## src/rtl/reset_sequencer.sv

```systemverilog
`default_nettype none
// +--------------------------------------------------------------------------+
// | reset_sequencer                                                          |
// | Merges a synchronised async reset request and a software reset pulse,    |
// | then releases NUM_CH reset outputs one by one after a hold period.       |
// | Revision: 1.0                                                            |
// +--------------------------------------------------------------------------+
module reset_sequencer #(
  parameter int NUM_CH      = 4,
  parameter int SYNC_STAGES = 2,
  parameter int HOLD_CYCLES = 16,
  parameter int STEP_CYCLES = 8
) (
  input  logic              clk,
  input  logic              rst_i,
  input  logic              async_rst_i,
  input  logic              sw_rst_i,
  output logic [NUM_CH-1:0] rst_o,
  output logic              done_o,
  output logic [1:0]        state_o
);

  localparam int c_MAX_CNT = (HOLD_CYCLES > STEP_CYCLES) ? HOLD_CYCLES : STEP_CYCLES;
  localparam int c_CNT_W   = $clog2(c_MAX_CNT + 1);
  localparam int c_IDX_W   = (NUM_CH > 1) ? $clog2(NUM_CH) : 1;

  localparam logic [c_CNT_W-1:0] c_HOLD_LAST = c_CNT_W'(HOLD_CYCLES - 1);
  localparam logic [c_CNT_W-1:0] c_STEP_LAST = c_CNT_W'(STEP_CYCLES - 1);
  localparam logic [c_IDX_W-1:0] c_LAST_CH   = c_IDX_W'(NUM_CH - 1);

  localparam logic [1:0] c_ST_ASSERT  = 2'd0;
  localparam logic [1:0] c_ST_HOLD    = 2'd1;
  localparam logic [1:0] c_ST_RELEASE = 2'd2;
  localparam logic [1:0] c_ST_DONE    = 2'd3;

  logic [SYNC_STAGES-1:0] r_sync;
  logic [1:0]             r_state;
  logic [NUM_CH-1:0]      r_rst;
  logic                   r_done;
  logic [c_CNT_W-1:0]     r_cnt;
  logic [c_IDX_W-1:0]     r_idx;
  logic                   w_req;
  logic [NUM_CH-1:0]      w_clear;

  // Sync chain powers up asserted so a reset request is presumed until proven quiet.
  always_ff @(posedge clk) begin
    if (rst_i) begin
      r_sync <= '1;
    end else begin
      r_sync <= {r_sync[SYNC_STAGES-2:0], async_rst_i};
    end
  end

  assign w_req = r_sync[SYNC_STAGES-1] | sw_rst_i;

  always_comb begin
    w_clear = '0;
    for (int k = 0; k < NUM_CH; k++) begin
      w_clear[k] = (r_idx == c_IDX_W'(k));
    end
  end

  always_ff @(posedge clk) begin
    if (rst_i || w_req) begin
      r_state <= c_ST_ASSERT;
      r_rst   <= '1;
      r_done  <= 1'b0;
      r_cnt   <= '0;
      r_idx   <= '0;
    end else begin
      case (r_state)
        c_ST_ASSERT: begin
          r_state <= c_ST_HOLD;
          r_cnt   <= '0;
        end
        c_ST_HOLD: begin
          if (r_cnt == c_HOLD_LAST) begin
            r_rst <= r_rst & ~w_clear;
            r_cnt <= '0;
            if (NUM_CH == 1) begin
              r_state <= c_ST_DONE;
              r_done  <= 1'b1;
            end else begin
              r_state <= c_ST_RELEASE;
              r_idx   <= r_idx + c_IDX_W'(1);
            end
          end else begin
            r_cnt <= r_cnt + c_CNT_W'(1);
          end
        end
        c_ST_RELEASE: begin
          if (r_cnt == c_STEP_LAST) begin
            r_rst <= r_rst & ~w_clear;
            r_cnt <= '0;
            if (r_idx == c_LAST_CH) begin
              r_state <= c_ST_DONE;
              r_done  <= 1'b1;
            end else begin
              r_idx <= r_idx + c_IDX_W'(1);
            end
          end else begin
            r_cnt <= r_cnt + c_CNT_W'(1);
          end
        end
        c_ST_DONE: begin
          r_state <= c_ST_DONE;
        end
        default: begin
          r_state <= c_ST_ASSERT;
        end
      endcase
    end
  end

  assign rst_o   = r_rst;
  assign done_o  = r_done;
  assign state_o = r_state;

endmodule
`default_nettype wire
```

## config.mk

```make
export PLATFORM = sky130hd
export DESIGN_NAME = reset_sequencer
export DESIGN_NICKNAME = d
export VERILOG_FILES = /design/src/rtl/reset_sequencer.sv
export SDC_FILE = /design/constraint.sdc
export NUM_CORES = 1
export LEC_CHECK = 0
export ABC_AREA = 1
export CORE_MARGIN = 8
export CORE_UTILIZATION = 30
export CTS_BUF_LIST = sky130_fd_sc_hd__clkbuf_8
export DETAILED_ROUTE_END_ITERATION = 6
export PLACE_DENSITY = 0.55
export RECOVER_POWER = 50
export SYNTH_ARGS = -nofsm -noshare
export SYNTH_HDL_FRONTEND = slang
export SYNTH_SLANG_ARGS = --single-unit
```

## constraint.sdc

```tcl
create_clock -name clk -period 2.22 [get_ports clk]
set_clock_uncertainty 0.2 [all_clocks]
set_input_delay 0.666 -clock clk [delete_from_list [all_inputs] [get_ports clk]]
set_output_delay 0.666 -clock clk [all_outputs]
set_load 0.01 [all_outputs]
```

======== Word-level counts from Yosys, hierarchy flattened ========
Cells that the tools add are included.
storage, ports and cells
  register bits after elaboration ......... 16
  input bits .............................. 4
  output and inout port bits .............. 7
  word-level logic and storage cells ...... 46
cells by class
  add/subtract/negate cells ............... 2
  eq/ne operators ......................... 12
  multiplexer cells ....................... 14
  bitwise logic cells ..................... 3
  reduce and logical (&&, ||, !) cells .... 9
operator list
  operator                                                         count
  5-bit one-hot mux with 3 select lines                            1
  2-bit two-way mux                                                6
  5-bit two-way mux                                                2
  3-bit AND reduction                                              3
  2-bit == test, second input constant                             4
  4-bit two-way mux                                                2
  2-bit != test, second input constant                             4
  2-bit one-hot mux with 4 select lines                            1
  4-bit one-hot mux with 2 select lines                            1
  5-bit by 1-bit adder with 5-bit output, second input constant    1
  5-bit by 3-bit == test with 1-bit output, second input constant  1
  5-bit by 4-bit == test with 1-bit output, second input constant  1
  4-bit bitwise AND                                                1
  2-bit by 1-bit == test with 1-bit output, second input constant  2
  2-bit zero test                                                  2
  4-bit NOT                                                        1
  2-bit one-hot mux with 2 select lines                            1
  4-bit AND reduction                                              1
  3-bit nonzero test                                               1
  2-bit by 1-bit adder with 2-bit output, second input constant    1
  2-bit nonzero test                                               1
  1-bit logical OR                                                 1
  1-bit OR                                                         1

======== Logic depth before layout (Yosys ltp) ========
  depth after elaboration ................. 5
  mapped depth ............................ 11
  gate-level depth less buffers ........... 11

======== Worst setup path after synthesis ========
OpenSTA, ideal clock, no wires.
  kind .................................... reg-to-reg
  start point ............................. register r_cnt[0]
  end point ............................... register r_rst[0], in the netlist rst_o[0]
  library setup time ...................... 120 ps
  data arrival time ....................... 1422 ps
  data required time ...................... 1900 ps
  setup slack ............................. 478 ps
  cell stages (with the launch flop) ...... 12
  buffers on the path ..................... 0
  clock period less this slack ............ 1742 ps
  path through ............................ dfxtp_1 > ha_1 > nand2_1 > nor2_1 > ha_1 > inv_1 > nand2_1 > inv_1 > a21oi_4 > nand2_1 > nand2_1 > nand3_1
on the way
  cells in the longest elaborated chain, start to end .. 3
  elaborated cells on any way between the ends .. 5
  classes of those cells .................. eq/ne: 4; reduce/logical: 1
ends and longest elaborated chain
  element                                                                                                      line    source
  from (decl)                                                                                                  40      logic [c_CNT_W-1:0] r_cnt;
  from (signal assigned)                                                                                       88      r_cnt <= r_cnt + c_CNT_W'(1);
  from (signal assigned)                                                                                       102     r_cnt <= r_cnt + c_CNT_W'(1);
  5-bit by 3-bit == test with 1-bit output / 5-bit by 4-bit == test with 1-bit output (equally long branches)  92, 77
  2-bit != test (no line)                                                                                      --
  3-bit AND reduction (no line) (*)                                                                            --
  to (signal assigned)                                                                                         78      r_rst <= r_rst & ~w_clear;
  to (signal assigned)                                                                                         93      r_rst <= r_rst & ~w_clear;
  to (decl)                                                                                                    38      logic [NUM_CH-1:0] r_rst;
Every way passes the cells marked *; elsewhere a longest branch is shown, timed or not.
A chain may end at the register's enable or synchronous reset.

======== Worst setup path in the final report ========
  start point ............................. register r_state[0], in the netlist state_o[0]
  end point ............................... output port state_o[0]
RTL lines
  element                 line  source
  from (decl)             37    logic [1:0] r_state;
  from (signal assigned)  65    r_state <= c_ST_ASSERT;
  from (signal assigned)  73    r_state <= c_ST_HOLD;
  from (signal assigned)  81    r_state <= c_ST_DONE;
  to (decl)               20    output logic [1:0] state_o
No word-level cell between the ends.

==> flow_metrics.py <==
metrics = {
    "critical_path": {
        "r2r_cells": 11,
        "crit_path_top_delay_cell": "clkdlybuf4s50_1",
        "ff2ff_setup_slack_ns": 0.24,
        "cp.required_ns": 1.35,
        "critPathTopFamily": "buffers and inverters",
        "cp_max_fo": 5,
        "cpPeakStageDelay_ns": 0.57,
        "r2r-start": "r_cnt[1]",
        "r2r_end": "rst_o[0]",
        "path_class": "reg2out",
        "crit_buf_inv": 1,
        "end_kind": "output pin",
        "crit_arrival_ns": 1.23,
        "cp_cell_sequence": "clkdlybuf4s50_1",
        "cp-start-kind": "flip-flop",
    },
    "run_status": {
        "status": "finished clean",
    },
    "grt": {
        "grt_use_met3_pct": 3.068,
        "grt_usage_pct": 7.559,
        "grt_most_used_layer": "met2",
        "grt_pass1_wl_mm": 3.091,
        "grt_max_degree": 12,
        "gr-total-overflow": 0,
        "met1_usage_pct": 8.847,
        "met2_usage_pct": 11.12,
        "grt_antenna_before_repair": 0,
        "grt_pass1_vias": 727,
    },
    "power": {
        "p_per_area_nw_per_um2": 478.3,
        "leakage_uw": 0.0005339,
        "peakVddDrop_uv": 275.8,
    },
    "floorplanning": {
        "die_area_sq_um": 5077,
        "die_x_um": 71.26,
        "fp.dieH_um": 71.26,
        "rows": 20,
        "start_util_pct": 30.76,
        "pin_count": 11,
        "design.core.area_sq_um": 2978,
    },
    "yosys": {
        "synth-seq-cells": 16,
        "synth_top_area_share_pct": 34.97,
        "ys.flop_type": "dfxtp_1",
        "yosysSeqAreaShare_pct": 34.97,
        "synth_edf_count": 0,
        "yosysUniqueCellTypes": 17,
        "syn_inst": 129,
        "syn-mean-instance-area_sq_um": 7.100,
        "synthTopCellsByCount": "nand2_1, inv_1, nor2_1",
        "syn-num-nets": 145,
        "netlist_area_sq_um": 915.9,
        "async_flop_share_pct": 0,
        "yosysWarnings": 0,
        "synth_top_area_cell": "dfxtp_1",
        "synthTopCellsByArea": "dfxtp_1, ha_1, nand2_1",
        "synth_most_common_cell": "nand2_1",
    },
    "worst_hold_path": {
        "hold_path.class": "reg2reg",
        "holdPathStages": 1,
        "min_from": "r_sync[0]",
        "min_to": "r_sync[1]",
    },
    "clock_tree": {
        "cts_root_buf": "clkbuf_8",
        "clkTransAtPathRegs_ns": 0.06,
        "post-cts-setup-buffers": 0,
        "cts_tree": "done",
        "cts_buffer_depth": 2,
        "clk-insertion-delay-late_ns": 0.24,
        "htree_num_levels": 1,
        "post_cts_resized": 0,
        "cts_made_buffers": 3,
        "clock_sinks": 16,
        "hold_buffers": 0,
    },
    "sta": {
        "setup_viol": 0,
        "rsz0062_at_grt": "false",
        "tns_ns": 0,
        "slew_violations": 0,
        "hold_viol": 0,
        "fin_crit_ns": 2.098,
        "max-slew-margin-rel_pct": 81.44,
        "tightest_slew_ns": 0.2783,
        "fin_crit_sh_pct": 94.51,
        "max_freq_mhz": 476.6,
    },
    "routing": {
        "viasPerCell": 4.309,
        "drt-pass1-iter-count": 4,
        "antenna_left": 0,
        "drtIter0Drc": 14,
        "drcViolationCount": 0,
        "routed-via-count": 754,
        "wl_mm": 1.657,
        "post_drt_wl_per_cell_um": 9.469,
    },
    "placement": {
        "place_hpwl_mm": 1.270,
        "port_buffers": 10,
        "gp_congestion": 0.7835,
    },
    "final_layout": {
        "drive_gt1_share_pct": 5.634,
        "layout-area-overhead-vs-synth_pct": 19.54,
        "diodes": 0,
        "finalNetCount": 160,
        "multi_input_comb_area_sq_um": 498.0,
        "utilization_pct": 36.76,
        "seq_area_sq_um": 320.3,
        "nFillCells": 312,
    },
    "job": {
        "maxCapViolations": 0,
    },
}
-- per-stage QoR --
step | hold WS (ns) | worst slack, ns | cells | total power [uW] | cell area [sq um]
after floorplan | 0.1895 | 0.4779 | 129 | 307.5 | 915.9
after global placement | 0.1949 | 0.2433 | 172 | 315.7 | 1054
after detailed placement | 0.2012 | 0.2193 | 172 | 316.0 | 1054
after CTS | 0.2198 | 0.09931 | 175 | 535.5 | 1095
after global routing | 0.2373 | 0.005408 | 175 | 551.0 | 1095
final | 0.2157 | 0.1220 | 175 | 523.6 | 1095
-- per-layer routing --
layer / part of all wire, % / up-vias
li1: - / 422
met1: 52 / 312
met2: 39 / 16
met3: 6.5 / 4
met4: 2.2 / 0
met5: 0 / -
-- worst max-delay path by stage --
stage                from    endpoint  slack [ns]  depth (start not counted)
4_1_cts        state_o[0]  state_o[0]         0.1                          1
3_3_place_gp     sw_rst_i    r_cnt[2]        0.24                          5
2_1_floorplan    r_cnt[0]    rst_o[0]        0.48                         11
3_5_place_dp     sw_rst_i    r_cnt[2]        0.22                          5
6_report       state_o[0]  state_o[0]        0.12                          1
5_1_grt          r_cnt[1]    rst_o[0]       0.005                         11
-- logic make-up (layout without fill, tap and decap cells) --
group                      count (synthesis)  count (layout)  share of synthesized area, %
AOI/OAI and AO/OA                         10              10                         7.105
adders and majority gates                 12              12                         16.39
buffers and inverters                     24              37                         10.66
DFF                                       16              16                         34.97
and+or+nand+nor                           67              67                         30.88
-- cell usage in the layout, fill, tap and decap left out --
cell / n
nand2_2: 1
inv_1: 23
clkbuf_8: 3
nand2_1: 30
ha_1: 12
buf_4: 1
a21oi_4: 1
nor2_1: 17
nand3_1: 13
dfxtp_1: 16
o21ai_0: 1
or2_2: 2
nor3_1: 2
nand4_1: 1
dlygate4sd3_1: 1
o21a_1: 1
or2_0: 1
clkdlybuf4s50_1: 9
a31oi_1: 1
a21oi_1: 6
-- power breakdown --
| part | switching (uW) | total [uW] | internal, uW |
|---|---|---|---|
| logic | 9.15 | 18.9 | 9.72 |
| clock network | 94.4 | 215 | 120 |
| registers | 0.945 | 290 | 289 |
-- final cells by class --
| cell class | count | share of cell area (%) |
|---|---|---|
| multi-input combinational | 89 | 45.49 |
| sequential | 16 | 29.26 |
| timing repair buffer | 11 | 9.829 |
| inverter | 23 | 7.886 |
| clock buffer | 3 | 3.771 |
| tap | 33 | 3.771 |
-- sequential cells by signal, indices dropped and copies added, names as in the netlist --
name / flops
done_o: 1
r_cnt: 5
r_idx: 2
r_sync: 2
rst_o: 4
state_o: 2
-- worst register-to-register path: cells and delay by family, from the launching register on --
family / cells / cell delay, ns
and+or+nand+nor: 6 / 0.63
DFF: 1 / 0.37
adders and majority gates: 2 / 0.37
AOI/OAI and AO/OA: 1 / 0.16
buffers and inverters: 2 / 0.12
Note: power is estimated with default switching activity, not from simulation.
